## config.mk

```make
export PLATFORM = sky130hd
export DESIGN_NAME = mux4_rr_arbiter_flat
export DESIGN_NICKNAME = d
export VERILOG_FILES = /design/src/rtl/mux4_rr_arbiter_if.sv /design/src/rtl/mux4_rr_arbiter.sv /design/src/flat_wrapper.sv
export SDC_FILE = /design/constraint.sdc
export NUM_CORES = 1
export LEC_CHECK = 0
export BUFFER_PORTS_ARGS = -buffer_cell sky130_fd_sc_hd__buf_2
export CAP_MARGIN = 10
export CORE_ASPECT_RATIO = 1.5
export CORE_MARGIN = 10
export CORE_UTILIZATION = 25
export CTS_BUF_LIST = sky130_fd_sc_hd__clkbuf_8
export DETAILED_ROUTE_END_ITERATION = 12
export GPL_ROUTABILITY_DRIVEN = 0
export SYNTH_ARGS = -nofsm -noshare
export SYNTH_HDL_FRONTEND = slang
export SYNTH_SLANG_ARGS = --single-unit
export TNS_END_PERCENT = 100
```

## constraint.sdc

```tcl
create_clock -name clk -period 2.3 [get_ports clk]
set_input_delay 0.46 -clock clk [delete_from_list [all_inputs] [get_ports clk]]
set_output_delay 0.46 -clock clk [all_outputs]
set_load 0.02 [all_outputs]
```

## src/rtl/mux4_rr_arbiter_if.sv

```systemverilog
// Request/grant bundle between four requesters and the round-robin arbiter,
// plus the mux select lines that steer the shared mux_4bit datapath.
interface mux4_rr_arbiter_if;
  logic [3:0] req;
  logic [3:0] gnt;
  logic       s0;
  logic       s1;
  logic       busy;

  modport master (output req, input gnt, input s0, input s1, input busy);
  modport slave  (input req, output gnt, output s0, output s1, output busy);
endinterface

```

## src/rtl/mux4_rr_arbiter.sv

```systemverilog
// Round-robin arbiter sharing one mux_4bit among 4 requesters; {s1,s0} = granted index.
// Optional hold limit (forced release after MAX_HOLD cycles) under `define MUX_ARB_HOLD_LIMIT_EN.
//
// state | meaning
// IDLE  | no owner; arbitrate from ptr when any req is high
// GRANT | one owner holds gnt; released when its req drops (or hold limit hits)
module mux4_rr_arbiter #(
  parameter int Tpd      = 1,
  parameter int MAX_HOLD = 4
) (
  input  logic                clk,
  input  logic                rst,
  mux4_rr_arbiter_if.slave    bus
);

  if (Tpd < 0 || MAX_HOLD < 1 || MAX_HOLD > 15) begin : g_bad_param
    $error("mux4_rr_arbiter: Tpd must be >= 0 and MAX_HOLD within 1..15");
  end

  typedef enum logic {IDLE, GRANT} state_t;

  state_t     state;
  logic [1:0] ptr;
  logic [1:0] sel;
  logic [3:0] gnt_q;
  logic       busy_q;
  logic [1:0] pick;
  logic [1:0] off;
  logic       release_now;

  // Scan from the farthest offset back to ptr so the closest requester wins.
  always_comb begin
    pick = ptr;
    off  = ptr;
    for (int k = 3; k >= 0; k--) begin
      off = ptr + 2'(k);
      if (bus.req[off]) pick = off;
    end
  end

`ifdef MUX_ARB_HOLD_LIMIT_EN
  logic [3:0] hold_cnt;
  logic       others_pending;

  assign others_pending = |(bus.req & ~gnt_q);
  assign release_now    = !bus.req[sel] ||
                          ((hold_cnt == 4'(MAX_HOLD)) && others_pending);
`else
  assign release_now    = !bus.req[sel];
`endif

  always_ff @(posedge clk or posedge rst) begin
    if (rst) begin
      state    <= IDLE;
      ptr      <= 2'd0;
      sel      <= 2'd0;
      gnt_q    <= 4'b0000;
      busy_q   <= 1'b0;
`ifdef MUX_ARB_HOLD_LIMIT_EN
      hold_cnt <= 4'd0;
`endif
    end else begin
      case (state)
        IDLE: begin
          // sel is left alone while idle so the mux path stays on the last owner
          if (|bus.req) begin
            state    <= GRANT;
            gnt_q    <= 4'b0001 << pick;
            sel      <= pick;
            busy_q   <= 1'b1;
`ifdef MUX_ARB_HOLD_LIMIT_EN
            hold_cnt <= 4'd1;
`endif
          end
        end
        GRANT: begin
          if (release_now) begin
            state  <= IDLE;
            gnt_q  <= 4'b0000;
            busy_q <= 1'b0;
            ptr    <= sel + 2'd1;
          end
`ifdef MUX_ARB_HOLD_LIMIT_EN
          else if (hold_cnt != 4'd15) begin
            hold_cnt <= hold_cnt + 4'd1;
          end
`endif
        end
        default: begin
          state  <= IDLE;
          gnt_q  <= 4'b0000;
          busy_q <= 1'b0;
        end
      endcase
    end
  end

  assign bus.gnt  = gnt_q;
  assign bus.s0   = sel[0];
  assign bus.s1   = sel[1];
  assign bus.busy = busy_q;

endmodule

```

## src/flat_wrapper.sv

```systemverilog
// flat-port wrapper written by rule: the top's interface ports become plain ports
module mux4_rr_arbiter_flat 
#(
  parameter int Tpd      = 1,
  parameter int MAX_HOLD = 4
)
  (clk, rst, bus_req, bus_gnt, bus_s0, bus_s1, bus_busy);
  mux4_rr_arbiter_if bus_i ();
  input  logic clk;
  input  logic rst;
  input wire logic [$bits(bus_i.req)-1:0] bus_req;
  output wire logic [$bits(bus_i.gnt)-1:0] bus_gnt;
  output wire logic [$bits(bus_i.s0)-1:0] bus_s0;
  output wire logic [$bits(bus_i.s1)-1:0] bus_s1;
  output wire logic [$bits(bus_i.busy)-1:0] bus_busy;
  assign bus_i.req = bus_req;
  assign bus_gnt = bus_i.gnt;
  assign bus_s0 = bus_i.s0;
  assign bus_s1 = bus_i.s1;
  assign bus_busy = bus_i.busy;
  mux4_rr_arbiter #(.Tpd(Tpd), .MAX_HOLD(MAX_HOLD)) u_core (.clk(clk), .rst(rst), .bus(bus_i));
endmodule
```

[Word level (Yosys, flattened, before mapping)]
Index checks and enable logic that the tools add are counted.
W data, S select, Z words.
Storage, ports and cells
  register bits after elaboration: 10
  input port bits: 6
  output and inout port bits: 7
  logic and storage cells: 46
Operators by class
  add/subtract/negate cells: 4
  order comparisons: 5
  eq/ne operators: 2
  shift-type cells: 1
  multiplexer cells: 23
  bitwise operators: 2
  reductions and logical operators: 4
Operators with widths (number)
  $lt A2 B3 Y1 const B: 5
  $bmux W1 S2: 5
  $mux W1: 9
  $mux W2: 4
  $mux W4: 2
  $pmux W4 S2: 1
  $reduce_and A2 Y1: 3
  $add A2 B1 Y2 const B: 2
  $add A2 B2 Y2 const B: 2
  $pmux W1 S2: 2
  $reduce_or A4 Y1: 1
  $shl A1 B2 Y4 const A: 1
  $ne A2 B1 Y1 const B: 1
  $ne A2 B2 Y1 const B: 1
  $not A1 Y1: 2

[Logic depth before layout (Yosys ltp)]
Gate-level depths: netlist of the first run.
  word-level depth: 10
  gate-level depth with buffers: 5
  gate-level depth less buffers: 4

[Least setup slack after synthesis of the first run]
No wires, ideal clock.
  path type: reg-to-reg
  start point: register u_core.sel[1]
  end point: register u_core.busy_q (netlist: u_core.bus.busy)
  library setup time: 0.131 ns
  arrival time: 1.426 ns
  slack: 0.743 ns
  stages on the path, launching flop included: 5
  path through: dfrtp_1 mux4_2 nand2b_4 buf_6 a21boi_0
Between the ends
  longest elaborated chain between the ends: 4
Ends and longest elaborated chain
  from (decl): RTL line mux4_rr_arbiter.sv:24  | logic [1:0] sel;
  from (signal assigned): RTL line mux4_rr_arbiter.sv:69  | sel <= pick;
  $bmux W1 S2: RTL line mux4_rr_arbiter.sv:49  | assign release_now = !bus.req[sel];
  $mux W1 (not written as such): RTL line mux4_rr_arbiter.sv:49
  $ne A2 B2 Y1 (no line)
  $reduce_and A2 Y1 (no line)
  to (signal assigned): RTL line mux4_rr_arbiter.sv:58  | busy_q <= 1'b0;
  to (signal assigned): RTL line mux4_rr_arbiter.sv:70  | busy_q <= 1'b1;
  to (signal assigned): RTL line mux4_rr_arbiter.sv:80  | busy_q <= 1'b0;
  to (decl): RTL line mux4_rr_arbiter.sv:26  | logic busy_q;
Every way passes these cells. The select of a mux whose other input is x is not followed.
A chain may end at the register's enable or synchronous reset.

[Worst setup path after layout of the first run]
  start point: register u_core.sel[1]
  end point: register u_core.gnt_q[3] (netlist: u_core.bus.gnt[3])
Between the ends
  longest elaborated chain between the ends: 4
Ends and longest elaborated chain
  $bmux W1 S2: RTL line mux4_rr_arbiter.sv:49
  $mux W1 (not written as such): RTL line mux4_rr_arbiter.sv:49
  $ne A2 B2 Y1 (no line)
  $reduce_and A2 Y1 (no line)
  to (signal assigned): RTL line mux4_rr_arbiter.sv:68  | gnt_q <= 4'b0001 << pick;
  to (decl): RTL line mux4_rr_arbiter.sv:25  | logic [3:0] gnt_q;
Every way passes these cells. The select of a mux whose other input is x is not followed.

==> results of run 1 <==
## power by group through the flow
stage                     registers (uW)  clock network [uW]  logic, uW
after global routing                 354                 197        492
after detailed placement             348                   0        448
after floorplan                      400                   0        286
after global placement               345                   0        443
final                                343                 179        443
after CTS                            345                 186        453
## critical path, stage by stage (launching register included)
cell	delay, ns
dfrtp_1	0.42
mux4_2	0.55
nand2b_4	0.22
nand3_2	0.09
o31ai_1	0.07
## registers in the layout, summed over array words and instances, names as in the netlist
signal           flops
u_core.bus.gnt       4
u_core.ptr           2
u_core.sel           2
u_core.bus.busy      1
u_core.state         1
## layout make-up
cell class | instances | share of cell area [%]
tap | 22 | 4.120
timing repair buffer | 12 | 8.989
clock buffer | 3 | 6.180
inverter | 4 | 2.247
multi-input combinational | 38 | 41.01
sequential | 10 | 37.45
## through the flow
step | instance area [sq um] | util, %
4_1_cts | 668.1 | 32.17
6_report | 668.1 | 32.17
3_5_place_dp | 626.9 | 30.18
3_3_place_gp | 626.9 | 30.18
5_1_grt | 668.1 | 32.17
2_1_floorplan | 555.5 | -
## placed cells by master, fill, tap and decap left out
master and instances:
clkbuf_8 3, o21ai_2 1, inv_1 4, a211o_1 1, mux4_2 1, a31o_2 1
buf_2 12, xnor2_1 1, nor3_1 1, dfrtp_1 10, a21boi_0 2, o31ai_1 4
a31oi_1 1, nand2b_4 1, o21ai_0 3, o211ai_1 1, nor2_1 2, o211a_1 1
nand2_1 6, o21ai_1 2, nand3_2 4, a21bo_2 1, nor2b_1 3, a21oi_1 1
## cells by family after synthesis
family,after synthesis
multiplexers,1
buffers and inverters,6
AND/OR/NAND/NOR,17
AO/OA/AOI/OAI,19
XOR/XNOR,1
flip-flops,10
## metal layers
layer | track usage, % | share of wire [%] | wire length [um]
met2 | 8.209 | 45 | 575
met1 | 7.317 | 45 | 577
met3 | 2.932 | 5.9 | 75
met5 | 0 | 0 | 0
met4 | 5.660 | 4.1 | 53
## final timing paths
path | end | slack (ns)
max | u_core.bus.gnt[3] | 0.81
min | u_core.bus.busy | 0.19
max reg2reg | u_core.bus.gnt[3] | 0.81
min reg2reg | u_core.bus.gnt[0] | 0.50
max in group asynchronous | u_core.bus.gnt[1] | 1.84
min in group clk | u_core.bus.gnt[0] | 0.50
==> impl_metrics.csv, run 1 <==
group,metric,value,unit
cts,htreeDepth,1,
timing,fin_crit_sh,64.95,%
final_layout,syn2layout_area_growth,20.27,%
cts,clockBufferDepth,2,
worst_hold_path,hp-class,"in -> async",
pwr,cell_internal_pwr,548.5,uW
route,final_antenna_net_count,0,
synth,netlist_area,555.5,sq um
critical_path,path_max_fanout,9,
synth,ys_seq_area_share,45.05,%
critical_path,r2r-start,"u_core.sel[1]",
synth,ys_ff_latch,10,
pwr,p_sw_share,43.15,%
floorplan,start_util,26.75,%
global_routing,grt_pass1_vias,428,
run,timing.max_cap.violations,0,
final_layout,finalNonFillerCells,89,
timing,fin_skew,0.003277,ns
final_layout,layout-drive-gt1-share,35.82,%
synth,yosysTopAreaCellShare,45.05,%
critical_path,endpoint_kind,"register",
final_layout,multi_input_area,274.0,sq um
placement,hpwlAfterDp,987.9,um
floorplan,die_x,58.49,um
pwr,power_frac_clock,18.6,%
synth,synthSimpleGateAreaFrac,19.37,%
cts,cts_made_buffers,3,
floorplan,core-area,2077,sq um
cts,post_cts_resized,0,
synth,synth_mux_area_share,4.054,%
final_layout,diodes,0,
synth,yosys-top-cells-area,"dfrtp_1 45%, nand3_2 7.2%, o31ai_1 5.4%",
synth,synth_most_common_cell,"dfrtp_1",
critical_path,crit_path_start_kind,"register",
final_layout,regArea,250.2,sq um
outcome,status,"completed",
synth,synth_nets,60,
cts,clk_latency,0.24,ns
synth,synth_compound_area_share,24.32,%
cts,post_cts_buffers,0,
pwr,switchingPower,416.3,uW
synth,syn_area_per_cell,10.29,sq um
synth,synth_edf_count,0,
timing,fmax,0.6694,GHz
global_routing,grt-ovfl-total,0,
timing,fin_ws,0.8061,ns
synth,ys_async_sr_fraction,100.0,%
global_routing,grt_pass1_wl,2104,um
route,first_pass_iters,4,
route,route.vias.total,443,
timing,whs,0.1895,ns
route,via_per_inst,4.978,
synth,synthXorXnorAreaFrac,1.577,%
synth,ys_dominant_reg_cell,"dfrtp_1",
floorplan,boundaryPins,13,
critical_path,crit_type,"reg -> reg",
critical_path,critPathRequiredTime,2.40,ns
placement,port_buffers,12,
pwr,power.density,1444,nW/um^2
cts,clock-root-buffer,"clkbuf_8",
pwr,p_comb_share,45.9,%
global_routing,grt_antenna_before_repair,0,
route,drt-total-wl,1281,um
final_layout,layout.nets,75,
pwr,p_leak,0.0003155,uW
synth,synth_fa_ha_area_share,0,%
critical_path,reg2reg_depth,4,
floorplan,die_area,4547,sq um
critical_path,crit_start,"u_core.sel[1]",
floorplan,rows,20,
route,drcViolationCount,0,
pwr,total_power,964.8,uW
pwr,ir_drop,0.4562,mV
synth,synthTopCellsByCount,"10 x dfrtp_1, 6 x nand2_1, 4 x inv_1, 4 x nand3_2, 4 x o31ai_1",
placement,dp.cells,86,
timing,finalSetupTns,0,ns
synth,synth_cell_types,24,
timing,setup_viol,0,
route,drtIter0Drc,16,
timing,maxSlewViolCount,0,
synth,synth_top_family_by_area,"compound AO/OA/AOI/OAI gates",
floorplan,die_y,77.74,um
timing,worstMarginPinSlew,0.3792,ns
synth,yosys_warnings,0,
timing,rsz0062_at_grt,"false",
cts,cts_hold_buf,0,
cts,numClockSinks,10,
timing,slew_headroom,74.69,%
timing,min_period,1.494,ns
route,wl_per_cell,14.39,um
synth,synth_top_cell_by_area,"dfrtp_1",
global_routing,grt_usage,6.302,%
pwr,power_frac_seq,35.5,%
cts,cts.clk_slew.worst_paths,0.05,ns
placement,pre_cts_slack,0.6830,ns
final_layout,nFillCells,223,
timing,hold_viol,0,
synth,syn_inst,54,
global_routing,grt_max_degree,15,
critical_path,cp.arrival,1.60,ns
cts,cts_tree,"yes",
(Power assumes the default switching activity.)
==> run 2: changes to the inputs <==
==> constraint.sdc (replaced) <==
create_clock -name clk -period 1.55 [get_ports clk]
set_input_delay 0.31 -clock clk [delete_from_list [all_inputs] [get_ports clk]]
set_output_delay 0.31 -clock clk [all_outputs]
set_load 0.02 [all_outputs]
==> impl_metrics.csv, run 2 (synthesis gave the netlist of run 1 again) <==
group,metric,value,unit
critical_path,critPathRequiredTime,1.65,ns
final_layout,final_common_cell,"buf_2",
cts,cts.clk_slew.worst_paths,0.05,ns
floorplan,die_area,4547,sq um
cts,post_cts_resized,0,
cts,htreeDepth,1,
critical_path,crit_path_top_delay_cell,"mux4_2",
timing,worstMarginPinSlew,0.3867,ns
global_routing,grt_max_degree,15,
final_layout,nFillCells,210,
cts,clock-root-buffer,"clkbuf_8",
route,first_pass_iters,4,
pwr,power_frac_clock,18.7,%
floorplan,core-area,2077,sq um
global_routing,grt_pass1_wl,2021,um
critical_path,crit_type,"reg -> reg",
timing,whs,0.04725,ns
route,drtIter0Drc,19,
critical_path,crit_path_start_kind,"register",
final_layout,final_cell_mix,"12 x buf_2, 9 x dfrtp_1, 6 x nand2_1, 5 x inv_1",
timing,fin_crit_sh,92.19,%
global_routing,grt_antenna_before_repair,0,
placement,port_buffers,12,
route,route.vias.total,452,
timing,slew_headroom,74.19,%
route,final_antenna_net_count,0,
timing,fin_skew,0.001952,ns
critical_path,cp.arrival,1.53,ns
timing,setup_viol,0,
timing,maxSlewViolCount,0,
critical_path,r2r-start,"u_core.sel[1]",
floorplan,die_x,58.49,um
critical_path,crit_family,"multiplexers",
cts,cts_hold_buf,0,
pwr,cell_internal_pwr,832.8,uW
run,timing.max_cap.violations,0,
route,wl_per_cell,13.34,um
critical_path,endpoint_kind,"register",
global_routing,grt_pass1_vias,459,
pwr,p_comb_share,46.0,%
critical_path,path_cells,"mux4_2, nand2b_4, nand3_2, o31ai_1",
pwr,power.density,2128,nW/um^2
timing,min_period,1.429,ns
route,drcViolationCount,0,
timing,hold_viol,0,
final_layout,largest_reg_flops,4,
route,via_per_inst,4.967,
pwr,switchingPower,615.5,uW
timing,rsz0062_at_grt,"false",
worst_hold_path,hp-class,"in -> async",
floorplan,die_y,77.74,um
cts,clk_latency,0.23,ns
final_layout,syn2layout_area_growth,22.52,%
placement,hpwlAfterDp,946.5,um
cts,post_cts_buffers,0,
pwr,power_frac_seq,35.4,%
cts,numClockSinks,10,
critical_path,cp.buffers_inverters,0,
pwr,p_leak,0.0003243,uW
timing,fmax,0.6998,GHz
timing,finalSetupTns,0,ns
critical_path,crit_start,"u_core.sel[1]",
final_layout,fin_area,680.7,sq um
placement,placed_cell_area,635.6,sq um
global_routing,grt_usage,5.504,%
route,drt-total-wl,1214,um
critical_path,path_max_fanout,9,
cts,cts_tree,"yes",
final_layout,layout.nets,76,
cts,cts_made_buffers,3,
cts,clockBufferDepth,2,
floorplan,start_util,26.75,%
final_layout,diodes,0,
global_routing,grt-ovfl-total,0,
pwr,ir_drop,0.6310,mV
floorplan,boundaryPins,13,
outcome,status,"completed",
floorplan,rows,20,
final_layout,layout-drive-gt1-share,37.68,%
critical_path,critPathMaxStageDelay,0.52,ns
pwr,p_sw_share,42.50,%
## run 2: cell count changes in the layout (fill, tap and decap cells not counted)
| cell | before | now |
|---|---|---|
| buf_4 | 0 | 1 |
| dfrtp_2 | 0 | 1 |
| dfrtp_1 | 10 | 9 |
| inv_1 | 4 | 5 |
## run 2: worst reg2reg max path, delay by kind of cell, from the launching register on
family           cells  cell delay, ns
AO/OA/AOI/OAI        1            0.07
AND/OR/NAND/NOR      2            0.30
flip-flops           1            0.40
multiplexers         1            0.52
## run 2: final timing paths
kind / endpoint / slack [ns] / cells after the start
max: u_core.bus.gnt[2] / 0.12 / 4
min: u_core.bus.busy / 0.05 / 2
max reg2reg: u_core.bus.gnt[2] / 0.12 / 4
min reg2reg: u_core.bus.gnt[0] / 0.50 / 2
max in group asynchronous: u_core.sel[1] / 1.21 / 2
min in group clk: u_core.bus.gnt[0] / 0.50 / 2
## run 2: per-stage QoR
stage | power (uW) | setup WS, ns | utilization, % | cells
6_report | 1448 | 0.1211 | 32.77 | 91
5_1_grt | 1553 | 0.06746 | 32.77 | 91
4_1_cts | 1466 | 0.1155 | 32.77 | 91
3_5_place_dp | 1187 | 0.1145 | 30.60 | 87
3_3_place_gp | 1183 | 0.1283 | 30.60 | 87
2_1_floorplan | 1021 | 0.07326 | - | 54
## run 2: metal layers
| metal | wire [um] | global-route usage, % | vias up |
|---|---|---|---|
| met5 | 0 | 0 | - |
| met1 | 515 | 6.009 | 206 |
| met2 | 548 | 8.209 | 16 |
| met4 | 23 | 2.830 | 0 |
| met3 | 126 | 3.094 | 5 |
| li1 | - | - | 225 |
## run 2: power by group through the flow
stage | Combinational, uW | Clock (uW) | Sequential, uW
2_1_floorplan | 425 | 0 | 596
3_3_place_gp | 667 | 0 | 516
3_5_place_dp | 673 | 0 | 514
4_1_cts | 679 | 274 | 513
5_1_grt | 731 | 288 | 534
6_report | 666 | 270 | 512
## run 2: final cells by class
class / instances / area (sq um) / share of cell area, %
timing repair buffer: 13 / 67.56 / 9.926
multi-input combinational: 38 / 274.0 / 40.26
clock buffer: 3 / 41.29 / 6.066
tap: 22 / 27.53 / 4.044
sequential: 10 / 251.5 / 36.95
inverter: 4 / 15.01 / 2.206
clock inverter: 1 / 3.754 / 0.5515
==> run 3: changes to the inputs <==
--- a/config.mk
+++ b/config.mk
@@ -11,6 +11,7 @@
 export CORE_MARGIN = 10
 export CORE_UTILIZATION = 25
 export CTS_BUF_LIST = sky130_fd_sc_hd__clkbuf_8
+export CTS_CLUSTER_SIZE = 25
 export DETAILED_ROUTE_END_ITERATION = 12
 export GPL_ROUTABILITY_DRIVEN = 0
 export SYNTH_ARGS = -nofsm -noshare
==> constraint.sdc (replaced) <==
create_clock -name clk -period 1.2 [get_ports clk]
set_input_delay 0.24 -clock clk [delete_from_list [all_inputs] [get_ports clk]]
set_output_delay 0.24 -clock clk [all_outputs]
set_load 0.02 [all_outputs]
==> impl_metrics.csv, run 3 (synthesis gave the netlist of run 1 again) <==
group,metric,value,unit
critical_path,crit_path_top_delay_cell,"mux4_2",
timing,fin_crit_sh,113.0,%
pwr,p_leak,0.0004149,uW
timing,fin_skew,0.001859,ns
route,drtIter0Drc,4,
cts,cts.clk_slew.worst_paths,0.05,ns
final_layout,syn2layout_area_growth,56.98,%
floorplan,rows,20,
route,route.vias.total,538,
floorplan,start_util,26.75,%
cts,cts_tree,"yes",
route,wl_met2,896,um
route,drt-total-wl,1633,um
floorplan,die_x,58.49,um
timing,setup_viol,7,
route,drcViolationCount,0,
floorplan,die_y,77.74,um
critical_path,crit_path_start_kind,"register",
critical_path,endpoint_kind,"register",
global_routing,grt-ovfl-total,0,
final_layout,largest_reg_flops,4,
cts,clock-root-buffer,"clkbuf_8",
critical_path,path_cells,"mux4_2, nand2b_4, a21boi_1",
timing,slew_headroom,73.68,%
global_routing,grt_max_degree,15,
run,timing.max_cap.violations,0,
final_layout,diodes,0,
outcome,violations,"negative setup slack",
final_layout,layout.nets,89,
critical_path,path_max_fanout,5,
cts,cts_made_buffers,3,
cts,clk_latency,0.24,ns
route,first_pass_iters,3,
placement,hpwlAfterDp,1141,um
placement,pre_cts_slack,-0.1874,ns
timing,fin_ws,-0.1566,ns
cts,numClockSinks,10,
pwr,power.density,2790,nW/um^2
floorplan,die_area,4547,sq um
worst_hold_path,min_to,"u_core.state",
timing,hold_viol,0,
timing,finalSetupTns,-1.008,ns
critical_path,cp.depth,3,
critical_path,crit_type,"reg -> reg",
placement,port_buffers,12,
final_layout,final_cell_mix,"11 x buf_4, 10 x buf_2, 9 x dfrtp_1, 5 x nand2_1",
pwr,ir_drop,1.091,mV
critical_path,critPathRequiredTime,1.32,ns
route,wl_per_cell,15.70,um
floorplan,core-area,2077,sq um
timing,fmax,0.7371,GHz
floorplan,boundaryPins,13,
final_layout,nFillCells,214,
worst_hold_path,min_from,"bus_req[1]",
timing,whs,0.5035,ns
critical_path,cp.arrival,1.48,ns
critical_path,crit_family,"multiplexers",
global_routing,grt_pass1_vias,565,
critical_path,r2r-start,"u_core.sel[1]",
critical_path,reg2reg_to,"u_core.bus.busy",
global_routing,grt_antenna_before_repair,0,
critical_path,crit_start,"u_core.sel[1]",
critical_path,cp.buffers_inverters,0,
worst_hold_path,hp-class,"in -> reg",
route,final_antenna_net_count,0,
global_routing,grt_pass1_wl,2504,um
final_layout,layout-drive-gt1-share,62.20,%
timing,maxSlewViolCount,0,
global_routing,grt_usage,6.775,%
route,drt-met1-wl,587,um
route,via_per_inst,5.173,
critical_path,critPathMaxStageDelay,0.53,ns
outcome,status,"finished, violations left",
final_layout,final_common_cell,"buf_4",
cts,clockBufferDepth,2,
route,routed.top_layer,"met4",
worst_hold_path,hold_depth,4,
critical_path,reg2reg_depth,3,
timing,worstMarginPinSlew,0.3943,ns
critical_path,rrSetupSlack,-0.16,ns
route,wl_met3,115,um
timing,min_period,1.357,ns
timing,rsz0062_at_grt,"true",
cts,htreeDepth,1,
[run 3: cell types whose count changed in the layout (fill, tap and decap cells not counted), sizes merged]
cell         before  now
nand2b            1    2
buf              13   24
clkbuf            3    4
inv               5    4
dlygate4sd3       0    1
[run 3: report_power, final]
part	internal [uW]	total (uW)	switching, uW
combinational	663	1380	715
clock	288	422	134
sequential	501	633	132
[run 3: per-layer routing]
layer	global-route usage, %	vias up
li1	-	252
met2	10.77	15
met3	2.932	6
met1	6.922	265
met5	0	-
met4	4.481	0
[run 3: area by class of cell]
| class | count | area, sq um | share of cell area, % |
|---|---|---|---|
| clock buffer | 4 | 55.05 | 6.313 |
| multi-input combinational | 39 | 337.8 | 38.74 |
| sequential | 10 | 251.5 | 28.84 |
| tap | 22 | 27.53 | 3.156 |
| inverter | 4 | 15.01 | 1.722 |
| timing repair buffer | 25 | 185.2 | 21.23 |
[run 3: timing repair]
| action | in CTS | in global routing |
|---|---|---|
| cloned | 1 | 0 |
| setup endpoints to repair | 8 | 11 |
| pin swaps | 5 | 3 |
| hold buffers | 1 | 0 |
| buffers inserted | 0 | 1 |
| endpoints found under the hold margin | 10 | 0 |
| gates resized for setup | 5 | 16 |
[run 3: worst register-to-register path, delay by kind of cell, from the launching register on]
family / cells / cell delay (ns)
AO/OA/AOI/OAI: 1 / 0.14
flip-flops: 1 / 0.37
multiplexers: 1 / 0.53
AND/OR/NAND/NOR: 1 / 0.20
[run 3: worst max path at each step]
stage / end / slack [ns]
global route: u_core.ptr[0] / -0.20
global placement: u_core.bus.busy / -0.13
detailed placement: u_core.bus.gnt[3] / -0.19
CTS: u_core.bus.busy / -0.17
floorplan: u_core.bus.busy / -0.28
finish: u_core.bus.busy / -0.16
[run 3: metrics by stage]
step / utilization [%] / power [uW] / cell area, sq um / instances
after floorplan: - / 1324 / 556.8 / 54
after global placement: 34.82 / 1726 / 723.2 / 97
after detailed placement: 34.82 / 1751 / 723.2 / 97
after CTS: 39.22 / 2292 / 814.5 / 103
after global routing: 41.99 / 2607 / 872.1 / 104
final: 41.99 / 2433 / 872.1 / 104
